File: src/rtl/spi_master_nslave_pkg.sv
// spi_pkg: shared types and constants for the spi_master_nslave block.
//   - spi_state_e : master FSM state encoding (IDLE/SETUP/SHIFT/HOLD)
//   - SPI_MODE0..3: SPI mode constants packed as {cpol, cpha}
//   - sel_width() : width of the slave_sel port for a given slave count
package spi_pkg;

  typedef enum logic [1:0] {
    ST_IDLE  = 2'd0,
    ST_SETUP = 2'd1,
    ST_SHIFT = 2'd2,
    ST_HOLD  = 2'd3
  } spi_state_e;

  localparam logic [1:0] SPI_MODE0 = 2'b00;
  localparam logic [1:0] SPI_MODE1 = 2'b01;
  localparam logic [1:0] SPI_MODE2 = 2'b10;
  localparam logic [1:0] SPI_MODE3 = 2'b11;

  // A single slave still needs a 1-bit select port.
  function automatic int sel_width(input int n);
    return (n <= 2) ? 1 : $clog2(n);
  endfunction

endpackage

File: src/rtl/spi_master_nslave_sclk_gen.sv
// spi_sclk_gen: half-period timer for the SPI master.
// Ports:
//   clk, reset_n  system clock, synchronous active-low reset
//   run           count while a transfer is in progress
//   clear         force the counter and half-period phase back to zero
//   edge_en       high while sclk is allowed to toggle (SHIFT state)
//   phase_end     one-cycle strobe in the last cycle of every half-period
//   lead_edge     phase_end that toggles sclk away from its idle level
//   trail_edge    phase_end that returns sclk to its idle level
module spi_sclk_gen #(
  parameter int CLK_DIV = 2
) (
  input  logic clk,
  input  logic reset_n,
  input  logic run,
  input  logic clear,
  input  logic edge_en,
  output logic phase_end,
  output logic lead_edge,
  output logic trail_edge
);

  localparam int CNT_W = (CLK_DIV <= 1) ? 1 : $clog2(CLK_DIV);

  logic [CNT_W-1:0] cnt_q, cnt_d;
  logic             half_q, half_d;

  always_comb begin
    cnt_d      = cnt_q;
    half_d     = half_q;
    phase_end  = run && !clear && (cnt_q == CNT_W'(CLK_DIV - 1));
    // half_q tracks which sclk edge comes next: 0 = leading, 1 = trailing.
    lead_edge  = phase_end && edge_en && !half_q;
    trail_edge = phase_end && edge_en && half_q;
    if (clear || !run) begin
      cnt_d  = '0;
      half_d = 1'b0;
    end else if (phase_end) begin
      cnt_d = '0;
      if (edge_en) begin
        half_d = ~half_q;
      end
    end else begin
      cnt_d = cnt_q + CNT_W'(1);
    end
  end

  always_ff @(posedge clk) begin
    if (!reset_n) begin
      cnt_q  <= '0;
      half_q <= 1'b0;
    end else begin
      cnt_q  <= cnt_d;
      half_q <= half_d;
    end
  end

endmodule

File: src/rtl/spi_master_nslave.sv
// spi_master_nslave: SPI master with NUM_SLAVES chip selects on one shared
// SCLK/MOSI/MISO bus, runtime CPOL/CPHA, MSB-first full-duplex transfers.
// Ports:
//   clk, reset_n       system clock, synchronous active-low reset
//   tx_start           start request (taken only while idle)
//   slave_sel          target chip select, out-of-range requests ignored
//   cpol, cpha         SPI mode, latched with tx_start
//   tx_data / rx_data  word shifted out / last word received
//   busy               transfer in progress
//   tx_done, rx_done   one-cycle completion pulses (asserted together)
//   sclk, mosi, miso   serial bus
//   loopback           only when SPI_LOOPBACK_EN is defined: sample mosi
//                      internally instead of miso
//   cs_n               active-low chip selects
// Optional feature macro: SPI_LOOPBACK_EN.
module spi_master_nslave
  import spi_pkg::*;
#(
  parameter  int DATA_W     = 8,
  parameter  int NUM_SLAVES = 4,
  parameter  int CLK_DIV    = 2,
  localparam int SEL_W      = sel_width(NUM_SLAVES)
) (
  input  logic                  clk,
  input  logic                  reset_n,
  input  logic                  tx_start,
  input  logic [SEL_W-1:0]      slave_sel,
  input  logic                  cpol,
  input  logic                  cpha,
  input  logic [DATA_W-1:0]     tx_data,
  output logic [DATA_W-1:0]     rx_data,
  output logic                  busy,
  output logic                  tx_done,
  output logic                  rx_done,
  output logic                  sclk,
  output logic                  mosi,
  input  logic                  miso,
`ifdef SPI_LOOPBACK_EN
  input  logic                  loopback,
`endif
  output logic [NUM_SLAVES-1:0] cs_n
);

  localparam int BC_W = $clog2(DATA_W);

  spi_state_e state_q, state_d;

  logic [SEL_W-1:0]  sel_q, sel_d;
  logic              cpol_q, cpol_d;
  logic              cpha_q, cpha_d;
  logic [DATA_W-1:0] tx_sr_q, tx_sr_d;
  logic [DATA_W-1:0] rx_sr_q, rx_sr_d;
  logic [DATA_W-1:0] rx_data_q, rx_data_d;
  logic [BC_W-1:0]   bit_cnt_q, bit_cnt_d;
  logic              sclk_q, sclk_d;
  logic              mosi_q, mosi_d;
  logic              done_q, done_d;

  logic sel_ok, accept;
  logic phase_end, lead_edge, trail_edge;
  logic sample_now, drive_now, sample_bit;

  // Widen by one bit so the range check stays meaningful when NUM_SLAVES
  // is a power of two.
  assign sel_ok = ({1'b0, slave_sel} < (SEL_W + 1)'(NUM_SLAVES));
  assign accept = (state_q == ST_IDLE) && tx_start && sel_ok;

`ifdef SPI_LOOPBACK_EN
  assign sample_bit = loopback ? mosi_q : miso;
`else
  assign sample_bit = miso;
`endif

  spi_sclk_gen #(
    .CLK_DIV (CLK_DIV)
  ) u_sclk_gen (
    .clk        (clk),
    .reset_n    (reset_n),
    .run        (state_q != ST_IDLE),
    .clear      (state_q == ST_IDLE),
    .edge_en    (state_q == ST_SHIFT),
    .phase_end  (phase_end),
    .lead_edge  (lead_edge),
    .trail_edge (trail_edge)
  );

  // FSM state register
  always_ff @(posedge clk) begin
    if (!reset_n) begin
      state_q <= ST_IDLE;
    end else begin
      state_q <= state_d;
    end
  end

  // FSM next-state logic
  always_comb begin
    state_d = state_q;
    case (state_q)
      ST_IDLE:  if (accept) state_d = ST_SETUP;
      ST_SETUP: if (phase_end) state_d = ST_SHIFT;
      // The last trailing edge closes the shift phase.
      ST_SHIFT: if (trail_edge && (bit_cnt_q == BC_W'(DATA_W - 1))) state_d = ST_HOLD;
      ST_HOLD:  if (phase_end) state_d = ST_IDLE;
      default:  state_d = ST_IDLE;
    endcase
  end

  // FSM outputs
  always_comb begin
    busy = (state_q != ST_IDLE);
    cs_n = '1;
    for (int i = 0; i < NUM_SLAVES; i++) begin
      if (busy && (sel_q == SEL_W'(i))) begin
        cs_n[i] = 1'b0;
      end
    end
  end

  // Shift datapath
  always_comb begin
    sel_d     = sel_q;
    cpol_d    = cpol_q;
    cpha_d    = cpha_q;
    tx_sr_d   = tx_sr_q;
    rx_sr_d   = rx_sr_q;
    rx_data_d = rx_data_q;
    bit_cnt_d = bit_cnt_q;
    sclk_d    = sclk_q;
    mosi_d    = mosi_q;
    done_d    = 1'b0;

    // CPHA=0 samples on leading edges and shifts on trailing; CPHA=1 swaps.
    sample_now = (state_q == ST_SHIFT) && (cpha_q ? trail_edge : lead_edge);
    drive_now  = (state_q == ST_SHIFT) && (cpha_q ? lead_edge : trail_edge);

    if (accept) begin
      sel_d     = slave_sel;
      cpol_d    = cpol;
      cpha_d    = cpha;
      tx_sr_d   = tx_data;
      rx_sr_d   = '0;
      bit_cnt_d = '0;
      sclk_d    = cpol;
      mosi_d    = tx_data[DATA_W-1];
    end

    if ((state_q == ST_SHIFT) && (lead_edge || trail_edge)) begin
      sclk_d = ~sclk_q;
    end

    if (sample_now) begin
      rx_sr_d = {rx_sr_q[DATA_W-2:0], sample_bit};
    end

    // With CPHA=0 the MSB is already on mosi, so each trailing edge moves to
    // the next bit; with CPHA=1 each leading edge presents the current one.
    if (drive_now) begin
      mosi_d  = cpha_q ? tx_sr_q[DATA_W-1] : tx_sr_q[DATA_W-2];
      tx_sr_d = {tx_sr_q[DATA_W-2:0], 1'b0};
    end

    if ((state_q == ST_SHIFT) && trail_edge) begin
      bit_cnt_d = bit_cnt_q + BC_W'(1);
    end

    if ((state_q == ST_HOLD) && phase_end) begin
      rx_data_d = rx_sr_q;
      done_d    = 1'b1;
    end
  end

  always_ff @(posedge clk) begin
    if (!reset_n) begin
      cpol_q    <= 1'b0;
      cpha_q    <= 1'b0;
      rx_data_q <= '0;
      bit_cnt_q <= '0;
      sclk_q    <= 1'b0;
      mosi_q    <= 1'b0;
      done_q    <= 1'b0;
    end else begin
      cpol_q    <= cpol_d;
      cpha_q    <= cpha_d;
      rx_data_q <= rx_data_d;
      bit_cnt_q <= bit_cnt_d;
      sclk_q    <= sclk_d;
      mosi_q    <= mosi_d;
      done_q    <= done_d;
    end
    sel_q   <= sel_d;
    tx_sr_q <= tx_sr_d;
    rx_sr_q <= rx_sr_d;
  end

  assign rx_data = rx_data_q;
  assign tx_done = done_q;
  assign rx_done = done_q;
  assign sclk    = sclk_q;
  assign mosi    = mosi_q;

endmodule

File: config.mk
export PLATFORM = sky130hd
export DESIGN_NAME = spi_master_nslave
export DESIGN_NICKNAME = d
export VERILOG_FILES = /design/src/rtl/spi_master_nslave_pkg.sv /design/src/rtl/spi_master_nslave_sclk_gen.sv /design/src/rtl/spi_master_nslave.sv
export SDC_FILE = /design/constraint.sdc
export NUM_CORES = 1
export LEC_CHECK = 0
export CAP_MARGIN = 20
export CORE_UTILIZATION = 50
export CTS_CLUSTER_DIAMETER = 30
export CTS_CLUSTER_SIZE = 16
export DETAILED_ROUTE_END_ITERATION = 6
export GPL_TIMING_DRIVEN = 0
export PLACE_DENSITY = 0.78
export SLEW_MARGIN = 20
export SYNTH_ARGS = -nofsm -noshare
export SYNTH_HDL_FRONTEND = slang
export SYNTH_SLANG_ARGS = --single-unit
File: constraint.sdc
create_clock -name clk -period 2.5 [get_ports clk]
set_input_delay 0.5 -clock clk [delete_from_list [all_inputs] [get_ports clk]]
set_output_delay 0.5 -clock clk [all_outputs]
set_load 0.01 [all_outputs]
==> results.json <==
{
  "status": "complete, no violations",
  "finClkSkew_ns": 0.00984,
  "synth_commonest_cells": "dfxtp_1 (20), edfxtp_1 (17), nor2_1 (14)",
  "io-pin-count": 33,
  "synth_fp_nets": 163,
  "synth_cell_types": 34,
  "cts_num_sinks": 37,
  "whs_ns": 0.470,
  "wl_met2_mm": 1.42,
  "syn_avg_cell_area_um2": 11.5,
  "dr.pass1.iters": 4,
  "synth_seq_area_share_pct": 56.1,
  "drv_slew": 0,
  "path_max_fanout": 9,
  "peakVddDrop_mv": 0.538,
  "p_sw_share_pct": 31.4,
  "dpl.hpwl_mm": 2.13,
  "die_w_um": 59.0,
  "path_common_cell": "inv_1",
  "gp_congestion": 0.723,
  "cts_buffers": 5,
  "grt_pass1_vias": 1124,
  "min_period_over_period_pct": 92.9,
  "grt_use_total_pct": 19.3,
  "root_buffer": "clkbuf_4",
  "ys_warn_count": 0,
  "end_kind": "output pin",
  "grt-ovfl-total": 0,
  "hp-class": "flop to flop",
  "path_clk_slew_ns": 0.12,
  "antenna_cells": 0,
  "path_cells": "inv_1 > ha_1 > buf_6 > inv_1 > nand3_1 > clkdlybuf4s50_1",
  "m1WireLength_mm": 1.33,
  "syn-instance-count": 141,
  "yosys.cell_count.top_type": "dfxtp_1",
  "critPathKind": "flop to output pin",
  "wl_mm": 2.92,
  "start_kind": "flop",
  "cap_violations": 0,
  "hold_viol_final": 0,
  "first_iter_violations": 34,
  "netlist_top_cells_area": "edfxtp_1 (31%), dfxtp_1 (25%), mux2i_1 (5.5%)",
  "wl_met3_um": 107,
  "clockBufferDepth": 2,
  "die_area_um2": 3480,
  "fmax_mhz": 431,
  "antenna_found_initial": 0,
  "required_ns": 2.00,
  "synth_edf_count": 17,
  "drc": 0,
  "postSynth.asyncResetShare_pct": 0,
  "synth.largest_area_cell": "edfxtp_1",
  "worstPathArrival_ns": 1.82,
  "clkPwrFrac_pct": 21.4,
  "num_vias": 1157,
  "core_area_um2": 3080,
  "synth-main-ff-cell": "dfxtp_1",
  "synth-seq-cells": 37,
  "powerDensity_nw_per_um2": 855,
  "max_slew_margin_pct": 38.9,
  "fp-row-count": 20,
  "syn_to_final_growth_pct": 28.1,
  "p_int_w": 0.00122,
  "cts_tree": "yes",
  "wl_per_cell_um": 13.0,
  "seqPwrFrac_pct": 48.5,
  "max_slew.worst_pin.slew_ns": 0.906,
  "switching_power_w": 0.000559,
  "post_cts_buffers": 0,
  "nNetsFinal": 202,
  "fillers": 271,
  "rsz0062_at_grt": "no",
  "grt_max_degree": 14,
  "port_buffers": 32,
  "setup_viol": 0,
  "cts.htree.levels": 2,
  "dieHeight_um": 59.0,
  "synth_top_area_share_pct": 31.4,
  "pwr-share-comb_pct": 30.1,
  "clk_latency_ns": 0.35,
  "initial_core_util_pct": 52.8,
  "viasPerCell": 5.14,
  "synth.cell_area_um2": 1620,
  "cts-hold-fix-buffers": 0,
  "slowest_stage": "clkdlybuf4s50_1",
  "finish.utilization_pct": 67.6,
  "timing.final.crit_period_ns": 2.32,
  "cpPeakStageDelay_ns": 0.49,
  "ant_nets": 0,
  "power.leakage_nw": 0.895,
  "topRoutingLayerUsed": "met4",
  "grt_pass1_wl_mm": 4.94,
  "drive_gt1_share_pct": 16.6
}
-- logic make-up (layout without fill, tap and decap cells) --
logic type	count (synthesis)	after routing	share of synthesized area, %
and+or+nand+nor	48	48	15.1
DFF	37	37	56.1
AOI/OAI and AO/OA	23	23	10.9
buffers and inverters	14	54	5.01
muxes	10	10	6.24
adders and majority gates	6	6	4.62
xor gates and xnor gates	3	3	2.08
-- worst paths after layout --
kind	start	endpoint	slack, ns	cells after the start
max	state_q[0]	cs_n[2]	0.18	6
min	tx_sr_q[0]	tx_sr_q[0]	0.47	2
max reg2reg	state_q[0]	tx_sr_q[6]	0.26	5
min reg2reg	tx_sr_q[0]	tx_sr_q[0]	0.47	2
-- state kept, by name (all words and copies together) (netlist names), 2 cells and up --
signal / cells
sel_q: 2
tx_sr_q: 8
state_q: 2
rx_sr_q: 8
rx_data: 8
bit_cnt_q: 3
-- area by class of cell --
type                       count  area (um2)  area share, %
tap                           44        55.1           2.65
buffer                         8        58.8           2.83
timing repair buffer          32         320           15.4
clock buffer                   6        62.6           3.01
multi-input combinational     90         632           30.4
clock inverter                 2        16.3          0.782
sequential                    37         913           43.9
inverter                       6        22.5           1.08
-- per-layer routing --
metal  GRT usage [%]  vias to the layer above
li1                -                      583
met2            31.8                       31
met5               0                        -
met1            23.2                      536
met3            4.80                        7
met4            10.2                        0
-- power by group through the flow --
stage               Sequential, W  Clock, W  Combinational, W
CTS                      0.000860  0.000387          0.000539
finish                   0.000863  0.000381          0.000535
floorplan                0.000852         0          0.000367
global placement         0.000865         0          0.000523
detailed placement       0.000874         0          0.000537
global route             0.000879  0.000410          0.000604
-- cell usage in the layout (no fill, tap or decap), types with 2 or more instances in the layout --
master	instances
clkdlybuf4s50_1	32
dfxtp_1	18
edfxtp_1	17
nor2_1	14
nand2_1	9
mux2i_1	9
nand3_1	8
and3_1	8
a22o_2	7
a21oi_1	7
inv_1	6
ha_1	6
clkbuf_4	5
buf_4	3
buf_6	2
nand3b_1	2
o21ai_0	2
buf_2	2
dfxtp_2	2
-- critical path, delay by kind of cell (launching register included) --
| family | cells | cell delay (ns) |
|---|---|---|
| adder cells (fa/ha/maj) | 1 | 0.20 |
| AND/OR/NAND/NOR | 1 | 0.09 |
| buffers and inverters | 4 | 0.81 |
| flip-flops | 1 | 0.37 |
-- repair_timing --
item / 4_1_cts / 5_1_grt
gates resized for setup: 1 / 2
cloned: 0 / 0
setup endpoints to repair: 8 / 2
-- metrics by stage --
step           std cells  setup WS, ns  instance area, um2  TNS, ns  power, W
6_report             225         0.178                2080        0   0.00178
5_1_grt              225        0.0413                2080        0   0.00189
4_1_cts              225         0.107                2080        0   0.00179
3_5_place_dp         217       -0.0339                2000   -0.270   0.00141
3_3_place_gp         217        0.0779                2000        0   0.00139
2_1_floorplan        141         0.420                1620        0   0.00122
Power figures use the tool's default switching activity.
